<file path="src/rtl/game_pkg.sv">
// game_pkg -- shared definitions for the game flow controller.
//   game_state_e : encoded game state (IDLE/PLAY/PAUSE/HIT/OVER)
//   DEF_*        : default values for the controller parameters
//   sat_inc16    : saturating 16-bit increment used by the frame counter
package game_pkg;

  typedef enum logic [2:0] {
    ST_IDLE  = 3'd0,
    ST_PLAY  = 3'd1,
    ST_PAUSE = 3'd2,
    ST_HIT   = 3'd3,
    ST_OVER  = 3'd4
  } game_state_e;

  localparam int unsigned DEF_LIVES      = 3;
  localparam int unsigned DEF_HIT_FRAMES = 60;
  localparam int unsigned DEF_V_ACTIVE   = 480;

  // Increment that sticks at all-ones instead of wrapping.
  function automatic logic [15:0] sat_inc16(input logic [15:0] v);
    logic [15:0] res;
    if (v == 16'hFFFF) begin
      res = v;
    end else begin
      res = v + 16'd1;
    end
    return res;
  endfunction

endpackage

</file>
<file path="src/rtl/edge_detect.sv">
// edge_detect -- registers a level input and flags its rising edge.
//   clk     : clock
//   rst     : synchronous active-high reset
//   i_level : raw level (button)
//   o_rise  : high for one cycle, the cycle after the level is first seen high
module edge_detect (
  input  logic clk,
  input  logic rst,
  input  logic i_level,
  output logic o_rise
);

  logic r_level;
  logic r_level_d;

  // Sample the level and keep its previous registered value.
  always_ff @(posedge clk) begin
    if (rst) begin
      r_level   <= 1'b0;
      r_level_d <= 1'b0;
    end else begin
      r_level   <= i_level;
      r_level_d <= r_level;
    end
  end

  // Both operands are registers, so the edge flag is glitch-free.
  assign o_rise = r_level & ~r_level_d;

endmodule

</file>
<file path="src/rtl/game_flow_ctrl.sv">
// game_flow_ctrl -- top-level game state machine.
//   clk, rst           : pixel clock, synchronous active-high reset
//   pxl_x, pxl_y       : current pixel position (frame tick source)
//   start_btn          : Start button level
//   select_btn         : Select button level
//   collision          : player/enemy overlap at the current pixel
//   frame_tick         : one-cycle pulse per frame
//   game_state         : encoded state (see game_pkg)
//   obj_enable         : per-frame move strobe for object units
//   obj_resetN         : active-low reset for object units
//   lives              : remaining lives
//   play_frames        : frames spent in PLAY this game (saturating)
module game_flow_ctrl
  import game_pkg::*;
#(
  parameter int unsigned LIVES      = DEF_LIVES,
  parameter int unsigned HIT_FRAMES = DEF_HIT_FRAMES,
  parameter int unsigned V_ACTIVE   = DEF_V_ACTIVE
) (
  input  logic        clk,
  input  logic        rst,
  input  logic [31:0] pxl_x,
  input  logic [31:0] pxl_y,
  input  logic        start_btn,
  input  logic        select_btn,
  input  logic        collision,
  output logic        frame_tick,
  output logic [2:0]  game_state,
  output logic        obj_enable,
  output logic        obj_resetN,
  output logic [2:0]  lives,
  output logic [15:0] play_frames
);

  localparam logic [2:0]  LIVES_L      = 3'(LIVES);
  localparam logic [7:0]  HIT_FRAMES_L = 8'(HIT_FRAMES);
  localparam logic [31:0] V_ACTIVE_L   = 32'(V_ACTIVE);

  logic        w_at_vblank;
  logic        w_tick;
  logic        w_start_ev;
  logic        w_select_ev;
  logic        w_hit;
  logic        w_respawn;

  logic        r_at_vblank;
  logic        r_frame_tick;
  game_state_e r_state;
  game_state_e w_state_nxt;
  logic        r_obj_enable;
  logic        w_obj_enable_nxt;
  logic        r_obj_resetN;
  logic        w_obj_resetN_nxt;
  logic [2:0]  r_lives;
  logic [2:0]  w_lives_nxt;
  logic [15:0] r_play_frames;
  logic [15:0] w_play_frames_nxt;
  logic        r_hit_latch;
  logic        w_hit_latch_nxt;
  logic [7:0]  r_hit_cnt;
  logic [7:0]  w_hit_cnt_nxt;

  edge_detect u_start_ed (
    .clk     (clk),
    .rst     (rst),
    .i_level (start_btn),
    .o_rise  (w_start_ev)
  );

  edge_detect u_select_ed (
    .clk     (clk),
    .rst     (rst),
    .i_level (select_btn),
    .o_rise  (w_select_ev)
  );

  // The FSM acts on w_tick in the same cycle that r_frame_tick is loaded,
  // so obj_enable and every state/counter change line up with frame_tick.
  assign w_at_vblank = (pxl_x == 32'd0) && (pxl_y == V_ACTIVE_L);
  assign w_tick      = w_at_vblank & ~r_at_vblank;
  // A collision arriving with the tick still belongs to the ending frame.
  assign w_hit       = w_tick & (r_hit_latch | collision);

  // Next-state and next-output logic.
  always_comb begin
    w_state_nxt       = r_state;
    w_lives_nxt       = r_lives;
    w_play_frames_nxt = r_play_frames;
    w_hit_latch_nxt   = 1'b0;
    w_hit_cnt_nxt     = r_hit_cnt;
    w_obj_enable_nxt  = 1'b0;
    w_respawn         = 1'b0;

    case (r_state)
      ST_IDLE: begin
        w_lives_nxt = 3'd0;
        if (w_start_ev) begin
          w_state_nxt       = ST_PLAY;
          w_lives_nxt       = LIVES_L;
          w_play_frames_nxt = 16'd0;
        end else begin
          w_state_nxt = ST_IDLE;
        end
      end

      ST_PLAY: begin
        w_obj_enable_nxt = w_tick;
        if (w_tick) begin
          w_play_frames_nxt = sat_inc16(r_play_frames);
          w_hit_latch_nxt   = 1'b0;
        end else begin
          w_hit_latch_nxt = r_hit_latch | collision;
        end
        // A hit outranks any button event of the same cycle.
        if (w_hit) begin
          w_lives_nxt = r_lives - 3'd1;
          if (r_lives == 3'd1) begin
            w_state_nxt = ST_OVER;
          end else begin
            w_state_nxt   = ST_HIT;
            w_hit_cnt_nxt = HIT_FRAMES_L;
          end
        end else if (w_start_ev) begin
          w_state_nxt = ST_IDLE;
          w_lives_nxt = 3'd0;
        end else if (w_select_ev) begin
          w_state_nxt = ST_PAUSE;
        end else begin
          w_state_nxt = ST_PLAY;
        end
      end

      ST_PAUSE: begin
        if (w_start_ev) begin
          w_state_nxt = ST_IDLE;
          w_lives_nxt = 3'd0;
        end else if (w_select_ev) begin
          w_state_nxt = ST_PLAY;
        end else begin
          w_state_nxt = ST_PAUSE;
        end
      end

      ST_HIT: begin
        if (w_tick) begin
          // Counter value 1 becomes 0 on this tick: respawn now.
          if (r_hit_cnt <= 8'd1) begin
            w_state_nxt   = ST_PLAY;
            w_hit_cnt_nxt = 8'd0;
            w_respawn     = 1'b1;
          end else begin
            w_hit_cnt_nxt = r_hit_cnt - 8'd1;
          end
        end else begin
          w_hit_cnt_nxt = r_hit_cnt;
        end
      end

      ST_OVER: begin
        if (w_start_ev) begin
          w_state_nxt = ST_IDLE;
          w_lives_nxt = 3'd0;
        end else begin
          w_state_nxt = ST_OVER;
        end
      end

      default: begin
        w_state_nxt = ST_IDLE;
        w_lives_nxt = 3'd0;
      end
    endcase

    // Object units are held in reset while idle and for the respawn cycle.
    w_obj_resetN_nxt = (w_state_nxt != ST_IDLE) && !w_respawn;
  end

  // State and registered outputs.
  always_ff @(posedge clk) begin
    if (rst) begin
      r_at_vblank   <= 1'b0;
      r_frame_tick  <= 1'b0;
      r_state       <= ST_IDLE;
      r_obj_enable  <= 1'b0;
      r_obj_resetN  <= 1'b0;
      r_lives       <= 3'd0;
      r_play_frames <= 16'd0;
      r_hit_latch   <= 1'b0;
      r_hit_cnt     <= 8'd0;
    end else begin
      r_at_vblank   <= w_at_vblank;
      r_frame_tick  <= w_tick;
      r_state       <= w_state_nxt;
      r_obj_enable  <= w_obj_enable_nxt;
      r_obj_resetN  <= w_obj_resetN_nxt;
      r_lives       <= w_lives_nxt;
      r_play_frames <= w_play_frames_nxt;
      r_hit_latch   <= w_hit_latch_nxt;
      r_hit_cnt     <= w_hit_cnt_nxt;
    end
  end

  assign frame_tick  = r_frame_tick;
  assign game_state  = r_state;
  assign obj_enable  = r_obj_enable;
  assign obj_resetN  = r_obj_resetN;
  assign lives       = r_lives;
  assign play_frames = r_play_frames;

endmodule
</file>
<file path="config.mk">
export PLATFORM = sky130hd
export DESIGN_NAME = game_flow_ctrl
export DESIGN_NICKNAME = d
export VERILOG_FILES = /design/src/rtl/game_pkg.sv /design/src/rtl/edge_detect.sv /design/src/rtl/game_flow_ctrl.sv
export SDC_FILE = /design/constraint.sdc
export NUM_CORES = 1
export LEC_CHECK = 0
export BUFFER_PORTS_ARGS = -buffer_cell sky130_fd_sc_hd__buf_4
export CORE_AREA = 4 4 116 63
export CTS_BUF_LIST = sky130_fd_sc_hd__clkbuf_4 sky130_fd_sc_hd__clkbuf_8
export DETAILED_ROUTE_END_ITERATION = 12
export DIE_AREA = 0 0 120 67
export PLACE_DENSITY = 0.66
export SYNTH_ARGS = -nofsm -noshare
export SYNTH_HDL_FRONTEND = slang
export SYNTH_HIERARCHICAL = 1
export SYNTH_SLANG_ARGS = --single-unit
</file>
<file path="constraint.sdc">
create_clock -name clk -period 1.9 [get_ports clk]
set_input_delay 0.38 -clock clk [delete_from_list [all_inputs] [get_ports clk]]
set_output_delay 0.38 -clock clk [all_outputs]
set_load 0.1 [all_outputs]
</file>
==> qor.yml <==
worstSetupEndpointType: "register"
numCtsBuffers: 5
htree_num_levels: 2
p_leak_nw: 1.56
via_count: 3103
coreArea_mm2: 0.00638
num-nets-final: 525
die_h_um: 67
clock_sinks: 39
wire_per_inst_um: 16.9
grt_antenna_before_repair: 0
synth_edf_count: 0
finalInstanceArea_mm2: 0.00408
start_util_pct: 38.0
cts_buffer_depth: 2
clock_skew_ns: 0.00641
die_w_um: 120
r2r_cells: 7
synth.distinct_cells: 53
maxSlewHeadroom_pct: 53.2
final.setup.tns_ns: -0.763
cts_tree: "done"
portBuffers: 93
grt_pass1_vias: 3036
power.density_mw_per_mm2: 443
syn_to_final_growth_pct: 68.2
crit_type: "reg -> reg"
synth.largest_area_cell: "dfxtp_1"
wirelength_mm: 9.21
clk_latency_ns: 0.29
cp.arrival_ns: 2.23
drtIter0Drc: 338
slew_violations: 0
ant_nets: 0
status: "complete, but fails checks"
hold_path_class: "in -> reg"
setup_slack_ns: -0.112
period_needed_ns: 2.01
hold_depth: 2
drc: 0
hpwl_mm: 6.93
violations: "negative setup slack"
setup_viol: 14
gp_congestion: 0.896
cts_root_buf: "clkbuf_8"
required_ns: 2.12
worst_slew_pin_slew_ns: 0.699
synth_top_cell_area_share_pct: 32.2
synthCells: 308
clkTransAtPathRegs_ns: 0.08
ys_ff_latch: 39
syn_nets: 382
ios: 94
maxCapViolations: 0
avgViaCountPerCell: 5.70
async_flop_share_pct: 0
rsz0062_at_grt: "true"
startpoint_type: "register"
grt_max_degree: 29
post-route-util_pct: 63.9
dpl_cell_area_mm2: 0.00363
synthesis.area_mm2: 0.00243
overflow: 0
grt_usage_pct: 22.9
grt_pass1_wl_mm: 14.7
ys_warn_count: 6
synth_common_cells: "39 x dfxtp_1, 28 x a21oi_1, 26 x nor4_1"
layout-drive-gt1-share_pct: 51.1
synth.area.top_cells: "dfxtp_1 32%, nor4_1 6.7%, a21oi_1 5.8%"
max_freq_ghz: 0.497
hold_viol: 0
avgSynthCellArea_um2: 7.88
worstReg2RegStart: "play_frames[0]$_SDFFE_PP0P_"
crit_fanout: 11
row_count: 21
yosysMostFrequentCell: "dfxtp_1"
ir_drop_mv: 0.233
hp-start: "select_btn"
fin_crit_sh_pct: 106
die_area_mm2: 0.00804
insertedDiodeCount: 0
cp-startpoint: "play_frames[0]$_SDFFE_PP0P_"
ctsHoldBuffers: 0
dr.pass1.iters: 5
ys.flop_type: "dfxtp_1"
ys_seq_area_share_pct: 32.2
## sequential cells by signal (all words and copies together) (netlist names), 3 cells and up
name,flops
game_state,3
r_hit_cnt,8
lives,3
play_frames,16
## through the flow
step           total power, mW  instances  setup WS (ns)  hold slack (ns)
2_1_floorplan            0.989        308         -0.124            0.429
3_3_place_gp              1.18        526         -0.416            0.454
3_5_place_dp              1.18        526         -0.449            0.451
4_1_cts                   1.78        537         -0.110            0.300
5_1_grt                   1.87        544         -0.167            0.308
6_report                  1.81        544         -0.112            0.298
## kinds of logic after synthesis
logic type                 share of synthesized area, %
AOI/OAI and AO/OA                                  20.5
buffers and inverters                              3.92
DFF                                                32.2
adders and majority gates                          2.58
muxes                                              1.24
and+or+nand+nor                                    39.6
## routing by layer
layer | GRT usage (%) | routed length, um | up-vias
met5 | 0 | 0 | -
met4 | 4.85 | 87 | 0
met3 | 6.62 | 1010 | 10
met2 | 34.4 | 3920 | 176
met1 | 32.5 | 4200 | 1428
li1 | - | - | 1489
## cells in the final DEF (no fill, tap or decap), drive strengths merged, types with 2 or more instances in the layout
cell,count
or4,10
or3,5
nor2b,9
nor4,28
nor4b,4
or2,4
nand2b,3
and3,4
nor3,7
nand2,24
nand3,9
a31o,2
a31oi,8
nor2,25
buf,149
o21ai,16
and4,7
clkbuf,7
nor3b,2
a21o,2
nand4,11
o31ai,10
inv,7
o211ai,3
nand4b,3
ha,5
a21oi,28
dfxtp,39
mux2i,3
and2,3
## path summary, 6_finish.rpt
check / to / slack [ns]
setup / recovery: play_frames[8]$_SDFFE_PP0P_ / -0.11
hold / removal: u_select_ed/r_level$_SDFF_PP0_ / 0.30
setup reg to reg: play_frames[8]$_SDFFE_PP0P_ / -0.11
hold reg to reg: u_select_ed/r_level_d$_SDFF_PP0_ / 0.47
## worst max-delay path, cell delays in order (launching register included)
cell     delay, ns
dfxtp_4       0.34
ha_1          0.23
nand3_1       0.16
o31a_1        0.26
buf_4         0.16
a31oi_4       0.16
or4_1         0.51
a21oi_1       0.14
## power by group
group          switching (mW)  internal [mW]
clock network           0.295          0.287
logic                   0.210          0.193
registers              0.0134          0.810
## cell type report
class	instances	area, um^2
Clock buffer	7	83.8
Clock inverter	1	5.00
Sequential cell	39	845
Inverter	7	26.3
Timing Repair Buffer	149	1170
Fill cell	534	2300
Tap cell	92	115
Multi-Input combinational cell	249	1840
## timing repair
item	CTS	global route
gates resized for setup	26	32
setup endpoints to repair	23	28
pin swaps	17	24
setup buffers	1	7
gates cloned	2	0
endpoints found under the hold margin	0	0
(Power assumes the default switching activity.)
